File: src/rtl/uart_tx_mmio_pkg.sv
// Shared register offsets, STATUS bit positions and TX FSM encodings
// for the memory-mapped UART transmitter.
package uart_tx_mmio_pkg;

    localparam logic [1:0] UartTxData   = 2'd0;
    localparam logic [1:0] UartStatus   = 2'd1;
    localparam logic [1:0] UartDivisor  = 2'd2;
    localparam logic [1:0] UartReserved = 2'd3;

    localparam int StatFull     = 0;
    localparam int StatEmpty    = 1;
    localparam int StatBusy     = 2;
    localparam int StatOverflow = 3;
    localparam int StatCountLsb = 4;

    localparam int DefaultDiv = 434;

    typedef enum logic [1:0] {
        TxIdle  = 2'd0,
        TxStart = 2'd1,
        TxData  = 2'd2,
        TxStop  = 2'd3
    } tx_state_e;

    // A divisor of 0 behaves as 1, so its reload value is also 0.
    function automatic logic [15:0] bit_reload(input logic [15:0] div);
        return (div == 16'd0) ? 16'd0 : div - 16'd1;
    endfunction

endpackage

File: src/rtl/uart_tx_fifo.sv
// Synchronous FIFO with extra-MSB pointers for full/empty detection.
// Storage is not reset; only the pointers are.
module uart_tx_fifo #(
    parameter int WIDTH = 8,
    parameter int DEPTH = 8,
    localparam int AW = $clog2(DEPTH)
) (
    input  logic             clk,
    input  logic             rst,
    input  logic             push,
    input  logic             pop,
    input  logic [WIDTH-1:0] wdata,
    output logic [WIDTH-1:0] rdata,
    output logic             full,
    output logic             empty,
    output logic [AW:0]      count
);

    logic [WIDTH-1:0] mem [DEPTH];
    logic [AW:0]      wr_ptr;
    logic [AW:0]      rd_ptr;
    logic             do_push;
    logic             do_pop;

    assign full = (wr_ptr[AW] != rd_ptr[AW]) &&
                  (wr_ptr[AW-1:0] == rd_ptr[AW-1:0]);
    assign empty = (wr_ptr == rd_ptr);
    assign count = wr_ptr - rd_ptr;
    assign rdata = mem[rd_ptr[AW-1:0]];

    assign do_push = push & ~full;
    assign do_pop  = pop & ~empty;

    always_ff @(posedge clk or negedge rst) begin
        if (!rst) begin
            wr_ptr <= '0;
            rd_ptr <= '0;
        end else begin
            if (do_push) wr_ptr <= wr_ptr + 1'b1;
            if (do_pop)  rd_ptr <= rd_ptr + 1'b1;
        end
    end

    always_ff @(posedge clk) begin
        if (do_push) mem[wr_ptr[AW-1:0]] <= wdata;
    end

endmodule

File: src/rtl/uart_tx_mmio.sv
// CPU data-bus UART transmitter: register decode, read mux,
// bit-period counter and 8N1 serialiser fed from the TX FIFO.
module uart_tx_mmio
    import uart_tx_mmio_pkg::*;
#(
    parameter int CLK_DIV    = DefaultDiv,
    parameter int FIFO_DEPTH = 8
) (
    input  logic        clk,
    input  logic        rst,
    input  logic        ram_ce,
    input  logic        ram_we,
    input  logic [31:0] ram_addr,
    input  logic [3:0]  ram_sel,
    input  logic [31:0] ram_data_i,
    output logic [31:0] ram_data_o,
    output logic        txd
);

    localparam int CW = $clog2(FIFO_DEPTH) + 1;

    logic [1:0]    reg_sel;
    logic          bus_wr;
    logic          data_wr;
    logic          stat_wr;
    logic          div_wr;

    logic          fifo_full;
    logic          fifo_empty;
    logic [7:0]    fifo_rdata;
    logic [CW-1:0] fifo_count;
    logic [31:0]   count_ext;
    logic [3:0]    count_sat;

    logic [15:0]   divisor_q;
    logic          overflow_q;

    tx_state_e     state_q, state_d;
    logic [15:0]   cnt_q, cnt_d;
    logic [2:0]    idx_q, idx_d;
    logic [7:0]    shreg_q, shreg_d;
    logic          pop;
    logic          busy;
    logic [15:0]   reload;
    logic [31:0]   status_word;
    logic          unused_bits;

    assign reg_sel = ram_addr[3:2];
    assign bus_wr  = ram_ce & ram_we;
    assign data_wr = bus_wr & (reg_sel == UartTxData) & (|ram_sel);
    assign stat_wr = bus_wr & (reg_sel == UartStatus);
    assign div_wr  = bus_wr & (reg_sel == UartDivisor) & (&ram_sel[1:0]);

    assign unused_bits = ^{ram_addr[31:4], ram_addr[1:0],
                           ram_data_i[31:16], ram_sel[3:2]};

    uart_tx_fifo #(
        .WIDTH (8),
        .DEPTH (FIFO_DEPTH)
    ) u_fifo (
        .clk   (clk),
        .rst   (rst),
        .push  (data_wr),
        .pop   (pop),
        .wdata (ram_data_i[7:0]),
        .rdata (fifo_rdata),
        .full  (fifo_full),
        .empty (fifo_empty),
        .count (fifo_count)
    );

    always_ff @(posedge clk or negedge rst) begin
        if (!rst) begin
            divisor_q  <= 16'(CLK_DIV);
            overflow_q <= 1'b0;
        end else begin
            if (div_wr) divisor_q <= ram_data_i[15:0];
            // Fullness is sampled before any same-cycle pop.
            if (data_wr && fifo_full)
                overflow_q <= 1'b1;
            else if (stat_wr && ram_data_i[StatOverflow])
                overflow_q <= 1'b0;
        end
    end

    assign reload = bit_reload(divisor_q);
    assign busy   = (state_q != TxIdle);

    always_ff @(posedge clk or negedge rst) begin
        if (!rst) begin
            state_q <= TxIdle;
            cnt_q   <= '0;
            idx_q   <= '0;
            shreg_q <= '0;
        end else begin
            state_q <= state_d;
            cnt_q   <= cnt_d;
            idx_q   <= idx_d;
            shreg_q <= shreg_d;
        end
    end

    always_comb begin
        state_d = state_q;
        cnt_d   = cnt_q;
        idx_d   = idx_q;
        shreg_d = shreg_q;
        pop     = 1'b0;
        unique case (state_q)
            TxIdle: begin
                if (!fifo_empty) begin
                    pop     = 1'b1;
                    shreg_d = fifo_rdata;
                    cnt_d   = reload;
                    state_d = TxStart;
                end
            end
            TxStart: begin
                if (cnt_q == 16'd0) begin
                    cnt_d   = reload;
                    idx_d   = 3'd0;
                    state_d = TxData;
                end else begin
                    cnt_d = cnt_q - 16'd1;
                end
            end
            TxData: begin
                if (cnt_q == 16'd0) begin
                    cnt_d = reload;
                    if (idx_q == 3'd7) state_d = TxStop;
                    else               idx_d   = idx_q + 3'd1;
                end else begin
                    cnt_d = cnt_q - 16'd1;
                end
            end
            TxStop: begin
                if (cnt_q == 16'd0) begin
                    if (!fifo_empty) begin
                        pop     = 1'b1;
                        shreg_d = fifo_rdata;
                        cnt_d   = reload;
                        state_d = TxStart;
                    end else begin
                        state_d = TxIdle;
                    end
                end else begin
                    cnt_d = cnt_q - 16'd1;
                end
            end
            default: state_d = TxIdle;
        endcase
    end

    // Derived from the state register so reset drives the line high at once.
    always_comb begin
        txd = 1'b1;
        unique case (state_q)
            TxStart: txd = 1'b0;
            TxData:  txd = shreg_q[idx_q];
            default: txd = 1'b1;
        endcase
    end

    assign count_ext = 32'(fifo_count);
    assign count_sat = (count_ext > 32'd15) ? 4'hF : count_ext[3:0];

    always_comb begin
        status_word                           = '0;
        status_word[StatFull]                 = fifo_full;
        status_word[StatEmpty]                = fifo_empty;
        status_word[StatBusy]                 = busy;
        status_word[StatOverflow]             = overflow_q;
        status_word[StatCountLsb+3:StatCountLsb] = count_sat;
    end

    always_comb begin
        ram_data_o = '0;
        if (ram_ce && !ram_we) begin
            unique case (reg_sel)
                UartStatus:  ram_data_o = status_word;
                UartDivisor: ram_data_o = {16'd0, divisor_q};
                default:     ram_data_o = '0;
            endcase
        end
    end

endmodule

File: config.mk
export PLATFORM = sky130hd
export DESIGN_NAME = uart_tx_mmio
export DESIGN_NICKNAME = d
export VERILOG_FILES = /design/src/rtl/uart_tx_mmio_pkg.sv /design/src/rtl/uart_tx_fifo.sv /design/src/rtl/uart_tx_mmio.sv
export SDC_FILE = /design/constraint.sdc
export NUM_CORES = 1
export LEC_CHECK = 0
export ABC_AREA = 1
export CORE_MARGIN = 2
export CORE_UTILIZATION = 59
export CTS_CLUSTER_DIAMETER = 30
export DETAILED_ROUTE_END_ITERATION = 8
export PLACE_DENSITY = 0.91
export SYNTH_ARGS = -nofsm -noshare
export SYNTH_HDL_FRONTEND = slang
export SYNTH_SLANG_ARGS = --single-unit
File: constraint.sdc
create_clock -name clk -period 7.91 [get_ports clk]
set_input_delay 1.1865 -clock clk [delete_from_list [all_inputs] [get_ports clk]]
set_output_delay 1.1865 -clock clk [all_outputs]
set_load 0.02 [all_outputs]
-- Yosys cells after proc, flatten, opt, wreduce, memory -nomap -nowiden
Memories as Yosys holds them, arrays and structs flattened.
Index checks and enable logic that the tools add are counted.
- register bits after elaboration: 54
- memory bits (writable): 64
- word-level logic and storage cells: 93
- memories: 1
- add/sub/neg operators: 6
- $lt $le $gt $ge: 2
- equality and inequality tests: 15
- multiplexer cells: 32
- bitwise operators: 10
- reduce and logical (&&, ||, !) cells: 19
- memory list (memory ; depth ; width ; rd ports ; clocked after Yosys merged registers in ; wr ports ; RTL line ; source):
    u_fifo.mem ; 8 ; 8 ; 1 ; 0 ; 1 ; uart_tx_fifo.sv:19 ; logic [WIDTH-1:0] mem [DEPTH];
- operators with widths (kind ; count):
    2-to-1 mux 16 bit ; 5
    case mux 16 bit (3 select lines) ; 1
    zero test 16 bit ; 2
    case mux 16 bit (2 select lines) ; 1
    subtractor 16 x 1 -> 16 bit, second input constant ; 2
    2-to-1 mux 8 bit ; 2
    case mux 8 bit (2 select lines) ; 1
    != test 2 bit, second input constant ; 6
    2-to-1 mux 2 bit ; 5
    2-to-1 mux 3 bit ; 3
    adder 4 x 1 -> 4 bit, second input constant ; 2
    AND 1 bit ; 8
    2-to-1 mux 1 bit ; 8
    case mux 2 bit (4 select lines) ; 1
    nonzero test 2 bit ; 4
    == test 2 bit, second input constant ; 3
    case mux 3 bit (2 select lines) ; 1
    AND reduction 5 bit ; 1
    == test 2 x 1 -> 1 bit, second input constant ; 2
    == test 4 bit ; 1
    greater-than comparator 4 bit, second input constant ; 1
    logical AND 1 bit ; 4
    zero test 2 bit ; 2
    < comparator 3 x 4 -> 1 bit, second input constant ; 1
    14 further kinds ; 17

-- Logic depth before layout (Yosys ltp)
Gate-level depths: netlist of the first run.
- word-level depth: 6
- gate-level depth with buffers: 14

-- Modules after synthesis
Synthesis of the first run repeated with hierarchy kept, for this count alone.
- cells, all modules: 949
- area, all modules: 7173.1 um2
- modules (own cells, without submodules) (module ; times used ; cells an instance ; area each (um2) ; seq. area each (um2)):
    uart_tx_mmio ; 1 ; 577 ; 3699.8 ; 1157.4
    uart_tx_fifo ; 1 ; 372 ; 3473.3 ; 2122.0

-- Least setup slack after synthesis of the first run
OpenSTA, ideal clock, no wires.
- path type: input to output
- from: in ram_addr[2]
- to: out ram_data_o[10]
- arrival time: 2.251 ns
- data required time: 6.724 ns
- path slack: 4.473 ns
- cell stages on the path: 5
- cell sequence: inv_1 > ha_1 > buf_2 > clkinv_1 > nor3_1
- longest elaborated chain between the ends: 3
- elaborated cells on any way between the ends: 4
- those cells by class: eq/ne: 2; mux: 2
- RTL lines (what ; RTL line ; source):
    start, declared ; uart_tx_mmio.sv:13 ; input logic [31:0] ram_addr,
    == test 2 bit / == test 2 x 1 -> 1 bit (equally long branches) ; uart_tx_mmio.sv:179 ; unique case (reg_sel)
    case mux 16 bit (2 select lines) (*) ; uart_tx_mmio.sv:179 ;
    2-to-1 mux 16 bit (*) ; uart_tx_mmio.sv:178 ; if (ram_ce && !ram_we) begin
    end, declared ; uart_tx_mmio.sv:16 ; output logic [31:0] ram_data_o,
Every way passes the cells marked *; elsewhere a longest branch is shown, timed or not.

-- Final worst setup path of the first run
- from: reg u_fifo.rd_ptr[1]
- to: out ram_data_o[1]
- longest elaborated chain between the ends: 3
- RTL lines (what ; RTL line ; source):
    start, declared ; uart_tx_fifo.sv:21 ; logic [AW:0] rd_ptr;
    start signal, assigned ; uart_tx_fifo.sv:40 ; if (do_pop) rd_ptr <= rd_ptr + 1'b1;
    == test 4 bit ; uart_tx_fifo.sv:27 ; assign empty = (wr_ptr == rd_ptr);
    case mux 16 bit (2 select lines) ; uart_tx_mmio.sv:179 ;
    2-to-1 mux 16 bit ; uart_tx_mmio.sv:178 ;
Every way passes these cells.

==> results of run 1 <==
==> stage by stage <==
| step | util | total power (uW) | std cells | hold WS, ns | worst slack [ns] |
|---|---|---|---|---|---|
| floorplan | - | 1050 | 864 | 0.450 | 4.47 |
| finish | 0.694 | 1960 | 1042 | 0.483 | 2.46 |
| CTS | 0.694 | 1950 | 1042 | 0.485 | 2.58 |
| detailed placement | 0.641 | 1140 | 1010 | 0.472 | 3.15 |
| global placement | 0.641 | 1130 | 1010 | 0.460 | 3.24 |
| global route | 0.694 | 2040 | 1042 | 0.493 | 2.30 |
==> cell usage after synthesis, types with 9 or more instances <==
library cell,n,area share
sky130_fd_sc_hd__nand2_1,224,0.12
sky130_fd_sc_hd__inv_1,71,0.039
sky130_fd_sc_hd__xor2_1,11,0.014
sky130_fd_sc_hd__o21ai_0,61,0.044
sky130_fd_sc_hd__nor2_1,100,0.054
sky130_fd_sc_hd__dfrtp_1,49,0.18
sky130_fd_sc_hd__nand3_1,64,0.046
sky130_fd_sc_hd__nor3_1,11,0.0080
sky130_fd_sc_hd__edfxtp_1,64,0.28
sky130_fd_sc_hd__a21oi_1,31,0.022
sky130_fd_sc_hd__ha_1,17,0.031
sky130_fd_sc_hd__clkbuf_1,14,0.0076
sky130_fd_sc_hd__buf_4,18,0.020
sky130_fd_sc_hd__nand4_1,9,0.0082
sky130_fd_sc_hd__o22ai_1,17,0.015
==> critical path: cells and delay by family, from the launching register on <==
kind	cells	cell delay, ns
and+or+nand+nor	3	0.77
DFF	1	0.84
adders and majority gates	1	0.46
buffers and inverters	4	1.56
AOI/OAI and AO/OA	1	0.18
==> flip-flops by register name, summed over array words and instances (netlist names) <==
signal         count
state_q            2
idx_q              3
u_fifo.rd_ptr      4
divisor_q         16
cnt_q             16
u_fifo.mem        64
shreg_q            8
u_fifo.wr_ptr      4
overflow_q         1
==> cell usage in the layout (no fill, tap or decap), drive strengths merged, types with 2 or more instances in the layout <==
cell	Yosys	final
o22ai	17	17
mux2	2	2
o211ai	5	5
clkdlybuf4s50	0	41
inv	74	80
a21boi	2	2
a21oi	35	35
edfxtp	64	64
bufinv	0	3
xnor2	3	3
ha	17	17
dfrtp	49	49
nor2	111	111
nand3	66	66
nand3b	3	3
a32o	2	2
o21ai	64	64
dfstp	5	5
buf	29	5
clkbuf	14	17
nand4	9	9
nand2	234	234
xor2	11	11
a21o	8	8
o31ai	2	2
clkinv	3	9
a22oi	2	2
nor3	11	11
conb	1	16
==> metal layers <==
layer,track usage,share of wire,vias up,routed length [um]
li1,-,-,2863,-
met1,0.378,0.39,2859,6830
met2,0.452,0.47,451,8260
met3,0.0670,0.11,71,1920
met4,0.151,0.036,0,629
met5,0,0,-,0
==> cell families after synthesis <==
family / Yosys count / share of synthesized area
AND/OR/NAND/NOR: 438 / 0.275
AO/OA/AOI/OAI: 138 / 0.114
buffers and inverters: 120 / 0.0811
flip-flops: 118 / 0.475
adder cells (fa/ha/maj): 18 / 0.0337
XOR/XNOR: 14 / 0.0178
multiplexers: 2 / 0.00326
other: 1 / 0.000543
==> path summary, 6_finish.rpt <==
kind	start	endpoint	slack (ns)	cells past startpoint
min reg2reg	shreg_q[4]	shreg_q[4]	0.48	1
max	u_fifo.rd_ptr[1]	ram_data_o[1]	2.46	9
max in group asynchronous	rst	divisor_q[6]	6.53	2
min in group asynchronous	rst	cnt_q[14]	0.90	2
max reg2reg	u_fifo.rd_ptr[1]	shreg_q[3]	4.25	10
min	shreg_q[4]	shreg_q[4]	0.48	1
==> final cells by class <==
cell class / count / area share
Inverter: 77 / 0.0369
Clock inverter: 15 / 0.0240
Sequential cell: 118 / 0.414
Multi-Input combinational cell: 626 / 0.393
Clock buffer: 17 / 0.0536
Timing Repair Buffer: 46 / 0.0562
Tap cell: 143 / 0.0226
==> power groups by stage <==
stage	Clock, uW	Sequential (uW)	Combinational (uW)
global route	827	774	437
detailed placement	0	775	368
CTS	803	765	384
floorplan	0	758	290
global placement	0	773	356
finish	804	768	392
==> metrics, run 1 <==
average via count per standard cell=5.99; count of port buffers added during placement=42; setup_tns=0 ns; share of post-route cells with drive strength above 1=0.0857; Worst Hold Class=register to register; portion of the clock cycle consumed by the worst path in the final layout=0.689; register area=3280 um^2; share of flip-flops with an asynchronous set or reset after synthesis=0.458; number of fillers in the final layout=823; Post-Synthesis Cell Area=6900 um^2; yosys warns=0; WL per Instance=16.9 um; number of max-capacitance violations reported=0; Worst path slowest cell=sky130_fd_sc_hd__dfrtp_1; Worst-Margin Slew=0.951 ns; last weighted congestion value of the routability-driven placer=0.878; minimum clock period=5.45 ns; CTS root buffer=sky130_fd_sc_hd__clkbuf_16; number of buffers created by CTS=17; Horiz. Die Dim=112 um; total half-perimeter wirelength after legalization and detailed placement=10,800 um; Diodes inserted=0; depth of the CTS H-tree=4; library cell appearing most often on the critical path=sky130_fd_sc_hd__inv_1; Final Max Tran Viols=0; setup bufs post-CTS=0; number of storage elements in the synthesis netlist=118; largest net degree at the start of global routing=55; Starting DRT DRC Count=610; initial antenna violation count=0; share of power burned in combinational logic=0.200; Final Hold Fails=0; highest net fanout along the worst path=22; number of global-route vias before repair=6,028; multi-input gate area in the final layout=3120 um^2; via count of the routed design=6,244; final net count=976; critical path class=register to output port; final non-filler cell area=7930 um^2; net switching power of the design=627 uW; Lkg Pwr=0.00339 uW; Longest Clk Path Bufs=2; number of cell rows=39; TritonCTS sink count=118; Setup Skew=0.00964 ns; total of endpoints with negative setup slack in the final report=0; core region area=11,400 um^2; effective utilization at floorplan=0.604; setup repair after global routing missed its margin=false; total wire length=17,600 um; post-detailed-route DRC marker count=0; register area share after synthesis=0.475; vertical die dimension=112 um; highest clock frequency the design can meet=183 MHz; latest clock arrival within the worst-skew pair=0.42 ns; largest vdd supply drop=0.208 mV; remaining number of nets flagged by the antenna check after routing=0; Mean Syn Cell Area=8.13 um^2; Required @ worst endpoint=6.72 ns; I/O pin total=105; number of iterations in the first detailed-routing pass=7; Sequential Power Share=0.391; pwr/cell area=248 nW/um^2; arrival time at the worst endpoint=4.26 ns; wire length of the first global-routing pass=28,700 um; CTS resizes=0; largest incremental delay on the critical path=0.84 ns; hold-fix buffer count after cts=0; Net Sw Frac=0.319; count of unique library cells instantiated by Yosys=48; P_int=1340 uW; result of the run=finished clean; GRT Total Usage=0.289; Worst slew margin=0.366; total placed instance area=7310 um^2; category of the worst setup path launch point=register; area of the die=12,600 um^2; crit path capture type=output port; TritonCTS clock tree=yes; cell count after synthesis=849; ys flop type=sky130_fd_sc_hd__edfxtp_1; number of flops mapped to enable cells by yosys=64; overflow left after global routing=0; clock input transition at the sequential cells of the worst setup and hold paths=0.06 ns; growth of design area from synthesis to finish=14.9%; series of cell instances along the critical path=inv_1, ha_1, inv_1, nor3_1, nand2_2, inv_4, nand2_1, a21oi_1, clkdlybuf4s50_1; relative contribution of the clock network to total power=0.409
Note: power is estimated with default switching activity, not from simulation.
==> inputs of run 2 (changes only) <==
--- a/config.mk
+++ b/config.mk
@@ -7,10 +7,10 @@
 export LEC_CHECK = 0
 export ABC_AREA = 1
 export CORE_MARGIN = 2
-export CORE_UTILIZATION = 59
+export CORE_UTILIZATION = 50
 export CTS_CLUSTER_DIAMETER = 30
 export DETAILED_ROUTE_END_ITERATION = 8
-export PLACE_DENSITY = 0.91
+export PLACE_DENSITY = 0.83
 export SYNTH_ARGS = -nofsm -noshare
 export SYNTH_HDL_FRONTEND = slang
 export SYNTH_SLANG_ARGS = --single-unit
==> constraint.sdc (replaced) <==
create_clock -name clk -period 4.6 [get_ports clk]
set_input_delay 0.69 -clock clk [delete_from_list [all_inputs] [get_ports clk]]
set_output_delay 0.69 -clock clk [all_outputs]
set_load 0.02 [all_outputs]
==> run 2 against run 1 <==
Net effect: count of clock-buffer cells in the layout is the same; first-iteration DRC count shrank 2.8%; total power is 63% higher; non-clock buffer count is 4 higher; cell area increased by 0.14%; combinational power increased by 67%; clock skew shrank 0.0012 ns; final cell count up 3.6%; sequential cell count unchanged; routed wire length fell by 5.7%; critical path depth stayed put; via count down 3.7%; critical path type unchanged; largest cell class unchanged.
==> metrics, run 2 (synthesized netlist as in run 1, its figures left out) <==
CTS root buffer=sky130_fd_sc_hd__clkbuf_16; latest clock arrival within the worst-skew pair=0.42 ns; final net count=980; overflow left after global routing=0; minimum clock period=4.25 ns; relative contribution of the clock network to total power=0.386; total wire length=16,600 um; number of iterations in the first detailed-routing pass=5; largest net degree at the start of global routing=55; Worst slew margin=0.353; Horiz. Die Dim=121 um; depth of the CTS H-tree=4; CTS resizes=0; remaining number of nets flagged by the antenna check after routing=0; critical path class=register to output port; Setup Skew=0.00841 ns; Net Sw Frac=0.321; most common cell after layout, fill and taps aside=sky130_fd_sc_hd__nand2_1; number of cell rows=42; TritonCTS sink count=118; I/O pin total=105; post-detailed-route DRC marker count=0; Final Max Tran Viols=0; total power consumption of the routed design=3210 uW; core region area=13,300 um^2; setup bufs post-CTS=0; initial antenna violation count=0; wire length of the first global-routing pass=26,900 um; Lkg Pwr=0.00338 uW; largest vdd supply drop=0.340 mV; category of the worst setup path launch point=register; setup repair after global routing missed its margin=false; vertical die dimension=121 um; Final Hold Fails=0; share of power burned in combinational logic=0.204; Longest Clk Path Bufs=2; setup_tns=0 ns; P_int=2180 uW; effective utilization at floorplan=0.517; Diodes inserted=0; Required @ worst endpoint=3.91 ns; total half-perimeter wirelength after legalization and detailed placement=10,900 um; hold-fix buffer count after cts=0; crit path capture type=output port; R2R depth=10; clock input transition at the sequential cells of the worst setup and hold paths=0.06 ns; net switching power of the design=1030 uW; highest clock frequency the design can meet=235 MHz; number of global-route vias before repair=5,564; pwr/cell area=404 nW/um^2; GRT Total Usage=0.235; Worst-Margin Slew=0.969 ns; total of endpoints with negative setup slack in the final report=0; flip-flop count of the largest register, all copies and words added=64; last weighted congestion value of the routability-driven placer=0.865; via count of the routed design=6,014; Worst Hold Class=primary input to async pin; highest net fanout along the worst path=22; arrival time at the worst endpoint=3.56 ns; number of fillers in the final layout=1,093; TritonCTS clock tree=yes; average via count per standard cell=5.57; WL per Instance=15.4 um; share of post-route cells with drive strength above 1=0.0875; growth of design area from synthesis to finish=15.1%; number of max-capacitance violations reported=0; total placed instance area=7390 um^2; result of the run=finished clean; final non-filler cell area=7940 um^2; count of port buffers added during placement=42; Starting DRT DRC Count=593; number of buffers created by CTS=17; portion of the clock cycle consumed by the worst path in the final layout=0.924; area of the die=14,800 um^2; leading cell types in the layout, fill and taps excluded=sky130_fd_sc_hd__nand2_1, sky130_fd_sc_hd__nor2_1, sky130_fd_sc_hd__inv_1, sky130_fd_sc_hd__nand3_1, sky130_fd_sc_hd__edfxtp_1; Sequential Power Share=0.410
==> run 2: changes by cell type in the layout (fill, tap and decap cells not counted), sizes merged <==
| cell | delta |
|---|---|
| bufinv | -2 |
| buf | +4 |
| inv | -4 |
| clkinv | +5 |
| clkinvlp | +1 |
==> run 2: worst paths after layout <==
check | startpoint | endpoint | slack, ns
max in group asynchronous | rst | divisor_q[13] | 3.70
min in group clk | shreg_q[6] | shreg_q[6] | 0.48
worst min-delay path | rst | cnt_q[14] | 0.40
worst min register to register | shreg_q[6] | shreg_q[6] | 0.48
worst max register to register | u_fifo.rd_ptr[2] | shreg_q[3] | 1.67
worst max-delay path | u_fifo.rd_ptr[2] | ram_data_o[1] | 0.35
==> run 2: per-layer routing <==
layer  up-vias  GRT usage  routed length (um)
li1       2892          -                   -
met1      2751      0.322                7000
met2       345      0.369                7730
met3        26     0.0498                1570
met4         0     0.0876                 337
met5         -          0                   0
==> run 2: layout make-up <==
| type | instances | area (um^2) | share of cell area |
|---|---|---|---|
| Multi-Input combinational cell | 626 | 3120 | 0.393 |
| Timing Repair Buffer | 50 | 475 | 0.0599 |
| Clock buffer | 17 | 425 | 0.0536 |
| Clock inverter | 15 | 130 | 0.0164 |
| Sequential cell | 118 | 3280 | 0.413 |
| Inverter | 77 | 293 | 0.0369 |
| Tap cell | 176 | 220 | 0.0277 |
==> run 2: critical path, cell delays in order, from the launching register on <==
cell,delay (ns)
sky130_fd_sc_hd__dfrtp_1,0.61
sky130_fd_sc_hd__inv_2,0.22
sky130_fd_sc_hd__ha_1,0.38
sky130_fd_sc_hd__inv_1,0.07
sky130_fd_sc_hd__nor3_1,0.27
sky130_fd_sc_hd__nand2_2,0.36
sky130_fd_sc_hd__inv_4,0.33
sky130_fd_sc_hd__nand2_1,0.09
sky130_fd_sc_hd__a21oi_1,0.18
sky130_fd_sc_hd__clkdlybuf4s50_1,0.63
==> run 2: power by group through the flow <==
| stage | registers, uW | clock network [uW] | logic, uW |
|---|---|---|---|
| 2_1_floorplan | 1300 | 0 | 499 |
| 3_3_place_gp | 1330 | 0 | 619 |
| 3_5_place_dp | 1330 | 0 | 636 |
| 4_1_cts | 1310 | 1240 | 645 |
| 5_1_grt | 1330 | 1290 | 743 |
| 6_report | 1320 | 1240 | 656 |
==> run 2: stage by stage <==
step	std cells	util	worst slack, ns	hold slack [ns]
final	1079	0.595	0.350	0.404
after global routing	1079	0.595	0.188	0.474
after CTS	1079	0.595	0.423	0.427
after detailed placement	1047	0.553	0.922	0.468
after global placement	1047	0.553	0.939	0.465
after floorplan	864	-	1.80	0.394
